## config.mk

```make
export PLATFORM = sky130hd
export DESIGN_NAME = barrel_seq
export DESIGN_NICKNAME = d
export VERILOG_FILES = /design/src/rtl/barrel_pkg.sv /design/src/rtl/sat_counter.sv /design/src/rtl/barrel_seq.sv
export SDC_FILE = /design/constraint.sdc
export NUM_CORES = 1
export LEC_CHECK = 0
export BUFFER_PORTS_ARGS = -buffer_cell sky130_fd_sc_hd__buf_2
export CAP_MARGIN = 20
export CORE_MARGIN = 4
export CORE_UTILIZATION = 25
export DETAILED_ROUTE_END_ITERATION = 16
export PLACE_DENSITY = 0.53
export SKIP_LAST_GASP = 1
export SLEW_MARGIN = 40
export SYNTH_ARGS = -nofsm -noshare
export SYNTH_HDL_FRONTEND = slang
export SYNTH_SLANG_ARGS = --single-unit
```

## constraint.sdc

```tcl
create_clock -name clk -period 2.3 [get_ports clk]
set_input_delay 0.115 -clock clk [delete_from_list [all_inputs] [get_ports clk]]
set_output_delay 0.115 -clock clk [all_outputs]
set_load 0.01 [all_outputs]
```

## src/rtl/barrel_pkg.sv

```systemverilog
// Shared definitions for the barrel shifter and its request sequencer:
// default datapath sizes and the sequencer state encoding.
package barrel_pkg;

   localparam int DATA_SIZE_DEF = 8;
   localparam int SEL_W_DEF     = 3;

   typedef enum logic [1:0] {
      IDLE = 2'd0,
      LOAD = 2'd1,
      WAIT = 2'd2,
      DONE = 2'd3
   } seq_state_e;

endpackage

```

## src/rtl/sat_counter.sv

```systemverilog
// Up-counter that sticks at all-ones instead of wrapping.
module sat_counter #(
   parameter int W = 16
) (
   input  logic         clk,
   input  logic         reset,
   input  logic         inc,
   output logic [W-1:0] count
);

   logic [W-1:0] count_d;
   logic [W-1:0] count_q;

   // next count: step only while below the ceiling
   always_comb begin
      count_d = count_q;
      if (inc && (count_q != {W{1'b1}})) begin
         count_d = count_q + W'(1);
      end else begin
         count_d = count_q;
      end
   end

   // count register
   always_ff @(posedge clk) begin
      if (reset) begin
         count_q <= '0;
      end else begin
         count_q <= count_d;
      end
   end

   assign count = count_q;

endmodule

```

## src/rtl/barrel_seq.sv

```systemverilog
// Sequencer in front of barrel2: takes one request, pulses the shifter load,
// waits out its latency, then holds the result on a valid/ready response port.
module barrel_seq
   import barrel_pkg::*;
#(
   parameter int DATA_SIZE = DATA_SIZE_DEF,
   parameter int SEL_W     = SEL_W_DEF,
   parameter int BRL_LAT   = 1,
   parameter int CNT_W     = 16
) (
   input  logic                 clk,
   input  logic                 reset,
   input  logic                 req_valid,
   output logic                 req_ready,
   input  logic [DATA_SIZE-1:0] req_data,
   input  logic [SEL_W-1:0]     req_sel,
   output logic                 brl_load,
   output logic [SEL_W-1:0]     brl_sel,
   output logic [DATA_SIZE-1:0] brl_data_in,
   input  logic [DATA_SIZE-1:0] brl_data_out,
   output logic                 rsp_valid,
   input  logic                 rsp_ready,
   output logic [DATA_SIZE-1:0] rsp_data,
   output logic [SEL_W-1:0]     rsp_sel,
   output logic                 busy,
   output logic [CNT_W-1:0]     op_count
);

   generate
      if ((BRL_LAT < 1) || (BRL_LAT > 15)) begin : g_bad_lat
         $error("barrel_seq: BRL_LAT must lie in 1..15");
      end
      if (SEL_W != $clog2(DATA_SIZE)) begin : g_bad_sel
         $error("barrel_seq: SEL_W must equal clog2(DATA_SIZE)");
      end
   endgenerate

   localparam logic [3:0] WAIT_INIT = 4'(BRL_LAT - 1);

   seq_state_e           state_d,       state_q;
   logic                 brl_load_d,    brl_load_q;
   logic [SEL_W-1:0]     brl_sel_d,     brl_sel_q;
   logic [DATA_SIZE-1:0] brl_data_in_d, brl_data_in_q;
   logic [3:0]           wait_cnt_d,    wait_cnt_q;
   logic                 rsp_valid_d,   rsp_valid_q;
   logic [DATA_SIZE-1:0] rsp_data_d,    rsp_data_q;
   logic [SEL_W-1:0]     rsp_sel_d,     rsp_sel_q;
   logic                 busy_d,        busy_q;
   logic                 cnt_inc;

   // next-state and registered-output computation
   always_comb begin
      state_d       = state_q;
      brl_load_d    = 1'b0;
      brl_sel_d     = brl_sel_q;
      brl_data_in_d = brl_data_in_q;
      wait_cnt_d    = wait_cnt_q;
      rsp_valid_d   = rsp_valid_q;
      rsp_data_d    = rsp_data_q;
      rsp_sel_d     = rsp_sel_q;
      cnt_inc       = 1'b0;
      case (state_q)
         IDLE: begin
            if (req_valid) begin
               brl_data_in_d = req_data;
               brl_sel_d     = req_sel;
               brl_load_d    = 1'b1;
               state_d       = LOAD;
            end else begin
               state_d       = IDLE;
            end
         end
         LOAD: begin
            wait_cnt_d = WAIT_INIT;
            state_d    = WAIT;
         end
         WAIT: begin
            if (wait_cnt_q == 4'd0) begin
               rsp_data_d  = brl_data_out;
               rsp_sel_d   = brl_sel_q;
               rsp_valid_d = 1'b1;
               state_d     = DONE;
            end else begin
               wait_cnt_d  = wait_cnt_q - 4'd1;
            end
         end
         DONE: begin
            if (rsp_ready) begin
               rsp_valid_d = 1'b0;
               cnt_inc     = 1'b1;
               state_d     = IDLE;
            end else begin
               state_d     = DONE;
            end
         end
         default: begin
            state_d = IDLE;
         end
      endcase
      busy_d = (state_d != IDLE);
   end

   // state and output registers
   always_ff @(posedge clk) begin
      if (reset) begin
         state_q       <= IDLE;
         brl_load_q    <= 1'b0;
         brl_sel_q     <= '0;
         brl_data_in_q <= '0;
         wait_cnt_q    <= 4'd0;
         rsp_valid_q   <= 1'b0;
         rsp_data_q    <= '0;
         rsp_sel_q     <= '0;
         busy_q        <= 1'b0;
      end else begin
         state_q       <= state_d;
         brl_load_q    <= brl_load_d;
         brl_sel_q     <= brl_sel_d;
         brl_data_in_q <= brl_data_in_d;
         wait_cnt_q    <= wait_cnt_d;
         rsp_valid_q   <= rsp_valid_d;
         rsp_data_q    <= rsp_data_d;
         rsp_sel_q     <= rsp_sel_d;
         busy_q        <= busy_d;
      end
   end

   sat_counter #(.W(CNT_W)) u_op_count (
      .clk   (clk),
      .reset (reset),
      .inc   (cnt_inc),
      .count (op_count)
   );

   assign req_ready   = (state_q == IDLE);
   assign brl_load    = brl_load_q;
   assign brl_sel     = brl_sel_q;
   assign brl_data_in = brl_data_in_q;
   assign rsp_valid   = rsp_valid_q;
   assign rsp_data    = rsp_data_q;
   assign rsp_sel     = rsp_sel_q;
   assign busy        = busy_q;

endmodule

```

Yosys cells after proc, flatten, opt, wreduce, memory -nomap -nowiden:

Cells that the tools add are included.

* bits of input ports: 23
* word-level logic and storage cells: 43
* output and inout port bits: 42
* bits in registers: 47

* equality and inequality tests: 7
* add/subtract/negate cells: 2
* reductions and logical operators: 11
* mux-type cells: 12
* bitwise gates (word level): 1

Operators by type and width (count)
* 16-bit by 1-bit adder with 16-bit output, second input constant: 1
* 16-bit inequality test, second input constant: 1
* 2-bit case mux with 4 select lines: 1
* 4-bit case mux with 2 select lines: 1
* 1-bit 2-to-1 mux: 6
* 2-bit inequality test, second input constant: 3
* 2-bit AND reduction: 3
* 2-bit nonzero test: 3
* 2-bit == test, second input constant: 2
* 4-bit logical NOT: 1
* 2-bit 2-to-1 mux: 2
* 4-bit 2-to-1 mux: 1
* 4-bit by 1-bit subtractor with 4-bit output, second input constant: 1
* 3-bit AND reduction: 1
* 2-bit by 1-bit == test with 1-bit output, second input constant: 1
* 2-bit logical NOT: 1
* 1-bit case mux with 2 select lines: 1
* 2-bit OR reduction: 1
* 1-bit logical AND: 1
* 1-bit inverter: 1

Depth between registers and ports, before layout:

* depth in word-level cells: 4
* depth in mapped cells: 7
* depth with buffers taken out: 6

By module:

A second synthesis with hierarchy kept.

* cell total of the unflattened synthesis: 235
* area total of the unflattened synthesis: 2144.6 sq um

Modules (own cells, without submodules)
* barrel_seq: cells an instance 136, times used 1, area each 1296.2 sq um, sequential area each 620.6 sq um
* sat_counter: cells an instance 99, times used 1, area each 848.3 sq um, sequential area each 320.3 sq um

Worst setup path before layout:

No wires, ideal clock.

* path type: register to register
* from: register u_op_count.count_q[0], in the netlist u_op_count.count[0]
* to: register u_op_count.count_q[14], in the netlist u_op_count.count[14]
* path buffers: 1
* arrival time: 1.760 ns
* setup time: 0.070 ns
* path slack: 0.469 ns
* required time: 2.230 ns
* period minus slack after synthesis: 1.831 ns
* stages on the path, launching flop included: 7
* cell sequence: dfxtp_1 -> ha_1 -> nand3_2 -> or3_1 -> clkbuf_2 -> or3b_1 -> a21oi_1

* cells in the longest elaborated chain, start to end: 2
* elaborated cells on any way between the ends: 3
* those cells by class: 1 x add/sub; 1 x eq/ne; 1 x reduce/logical

RTL lines
* start, declared: line sat_counter.sv:12 `logic [W-1:0] count_q;`
* start signal, assigned: line sat_counter.sv:29 `count_q <= count_d;`
* branches (longest 2 deep; another with 16-bit by 1-bit adder with 16-bit output)

Several ways; the timed one is not identified.
A chain may end at the register's enable or synchronous reset.

Final worst setup path:

Ends and elaborated chain as after synthesis.

==> run_results.csv <==
group,metric,value,unit
floorplan,die_height,97.6,um
worst_setup_path,rrSetupSlack,400,ps
global_route,grt_util_met2,16.1,%
synth,syn_inst,225,
synth,synth-simple-area-share,28.1,%
worst_setup_path,cpLargestDelayFamily,"simple AND/OR/NAND/NOR gates",
synth,synth_edf_count,0,
synth,yosys.area.top_type,"dfxtp_1",
worst_hold_path,hold_path_class,"input pin to register",
global_route,met1_usage,13.5,%
floorplan,rows,32,
global_route,top_usage_layer,"met2",
place,dp_hpwl,3.62,mm
worst_setup_path,crit_type,"register to register",
synth,syn_nets,250,
clocking,clk_latency,300,ps
synth,synth_top_family_by_area,"simple AND/OR/NAND/NOR gates",
global_route,antenna_found_initial,0,
power,p_int,1.18,mW
synth,syn-cell-area,2010,um^2
synth,yosysTopAreaCellShare,46.9,%
floorplan,core_area,7770,um^2
finish,drive_above_1_share,30.0,%
sta,worst_slew_pin_slew,490,ps
worst_setup_path,crit_arrival,2120,ps
clocking,cts.sinks,47,
worst_setup_path,path_cells,"ha_1, nand3_2, or3_1, or3b_1, a21oi_1",
place,routabilityCongestion,0.774,
global_route,grt_first_pass_wirelength,8.18,mm
synth,synth.distinct_cells,43,
clocking,clkTransAtPathRegs,90,ps
sta,hold_slack,42.1,ps
route,wl,4.97,mm
global_route,grt_pass1_vias,1671,
power,seq_power_share,55.0,%
worst_setup_path,crit_path_end_kind,"register",
worst_setup_path,critPathBufInv,0,
clocking,cts_tree,"yes",
synth,yosys_warnings,0,
global_route,overflow,0,
route,drtPass1Iterations,4,
sta,slew_headroom,67.4,%
sta,rsz0062_at_grt,"no",
sta,drv_slew,0,
route,drc,0,
finish,final_core_util,32.7,%
synth,synth_xor_xnor_area_share,0.436,%
synth,netlist_top_cells_count,"47 x dfxtp_1, 28 x nand2_1, 26 x nor2_1",
sta,finalCritPeriodShare,82.6,%
synth,async_flop_share,0,%
sta,finClkSkew,7.67,ps
floorplan,io_pins,65,
sta,fin_tns_setup,0,ps
power,clockPowerShare,32.9,%
global_route,grtUsageTotal,10.3,%
power,p_leak,1.11,nW
sta,timing_hold_violations_final,0,
synth,ys_top_cells_by_area,"dfxtp_1 47%, mux2i_1 6.5%, a21oi_1 6.0%",
finish,final_cells,392,
route,vias,1817,
worst_setup_path,slowest_delay,450,ps
floorplan,die-area,9520,um^2
worst_setup_path,worstPathRequired,2520,ps
route,post_drt_wl_per_cell,12.7,um
power,p_sw_share,25.9,%
synth,ys_seq_area_share,46.9,%
floorplan,die-width,97.6,um
clocking,htree_levels,2,
sta,fin_crit,1900,ps
worst_setup_path,crit_fanout,8,
clocking,cts_resized,0,
synth,synth_ff_type,"dfxtp_1",
place,dp.cells,384,
outcome,run_status,"finished, final reports clean",
place,io_buffer_count,64,
sta,max_freq,0.526,GHz
route,drt_iter0_markers,52,
power,ir_drop,0.000300,V
synth,synthAdderAreaFrac,1.25,%
synth,syn_area_per_cell,8.92,um^2
global_route,grt_max_degree,27,
power,combPwrFrac,12.2,%
floorplan,start_util,25.8,%
clocking,post_cts_buffers,0,
clocking,cts_inserted_buffers,5,
worst_setup_path,start_kind,"register",
power,power_density,628,nW/um^2
synth,synth.area.mux_share,8.17,%
synth,synth-seq-cells,47,
worst_setup_path,slowest_stage,"or3_1",
synth,synth_compound_area_share,12.2,%
sta,setup-violations-final,0,
route,ant_nets,0,
clocking,cts_buffer_depth,2,
finish,area_growth_syn_to_layout,26.5,%
finish,num-nets-final,314,
synth,yosysMostFrequentCell,"dfxtp_1",
job,maxCapViolations,0,
global_route,use_met3,3.88,%
route,vias_per_cell,4.64,
clocking,hold_buffers,0,
clocking,cts_root_buffer,"clkbuf_8",
power,p_sw,412,uW
finish,n_antenna_cell,0,
## worst paths after layout
| path | start | to | cells past startpoint |
|---|---|---|---|
| min reg2reg | rsp_valid | rsp_valid | 2 |
| max | u_op_count.count[0] | u_op_count.count[14] | 5 |
| max reg2reg | u_op_count.count[0] | u_op_count.count[14] | 5 |
| min | brl_data_out[6] | rsp_data[6] | 3 |
## layout make-up
class,count,area [um^2]
clock buffers,7,86.3
clock inverters,1,8.76
fillers,850,5230
inverters,3,11.3
multi-input cells,163,1010
flip-flops and latches,47,941
well taps,102,128
repair buffers,69,358
## power groups by stage
stage	clock [mW]	combinational (mW)	sequential [mW]
2_1_floorplan	0	0.106	0.903
3_3_place_gp	0	0.199	0.894
3_5_place_dp	0	0.199	0.896
4_1_cts	0.554	0.199	0.878
5_1_grt	0.585	0.216	0.883
6_report	0.524	0.194	0.876
## state kept, by name, summed over array words and instances, names as in the netlist
signal / cells
rsp_data: 8
state_q: 2
busy: 1
brl_data_in: 8
brl_sel: 3
u_op_count.count: 16
wait_cnt_q: 4
brl_load: 1
rsp_sel: 3
rsp_valid: 1
## layer usage
layer	share of wire (%)	wire (um)
met5	0	0
met4	0.77	38
met3	7.0	347
met2	46	2280
met1	46	2300
## through the flow
stage	setup slack (ps)	instance area, um^2	total power [mW]
after floorplan	469	2010	1.01
after global placement	452	2440	1.09
after detailed placement	437	2440	1.10
after CTS	390	2540	1.63
after global routing	208	2540	1.68
final	400	2540	1.59
## cell usage in the layout (no fill, tap or decap), drive strengths merged, types with 2 or more instances in the layout
master	netlist	layout
a211oi	3	3
a21oi	24	24
a311oi	2	2
a31oi	2	2
buf	2	69
clkbuf	10	7
dfxtp	47	47
ha	2	2
inv	3	3
mux2	3	3
mux2i	13	13
nand2	28	28
nand2b	5	5
nand3	5	5
nand3b	2	2
nand4	6	6
nor2	26	26
nor3	5	5
nor3b	2	2
nor4	5	5
o21ai	3	3
o31ai	4	4
o41ai	2	2
or3	6	6
or3b	2	2
or4	3	3
## worst reg2reg max path, cell delays in order (launching register included)
cell	delay (ps)
dfxtp_1	430
ha_1	230
nand3_2	180
or3_1	450
or3b_1	400
a21oi_1	140
## cells by family after synthesis
group | after synthesis
xor gates and xnor gates | 1
and+or+nand+nor | 103
AOI/OAI and AO/OA | 41
muxes | 16
adders and majority gates | 2
buffers and inverters | 15
DFF | 47
Power figures use the tool's default switching activity.
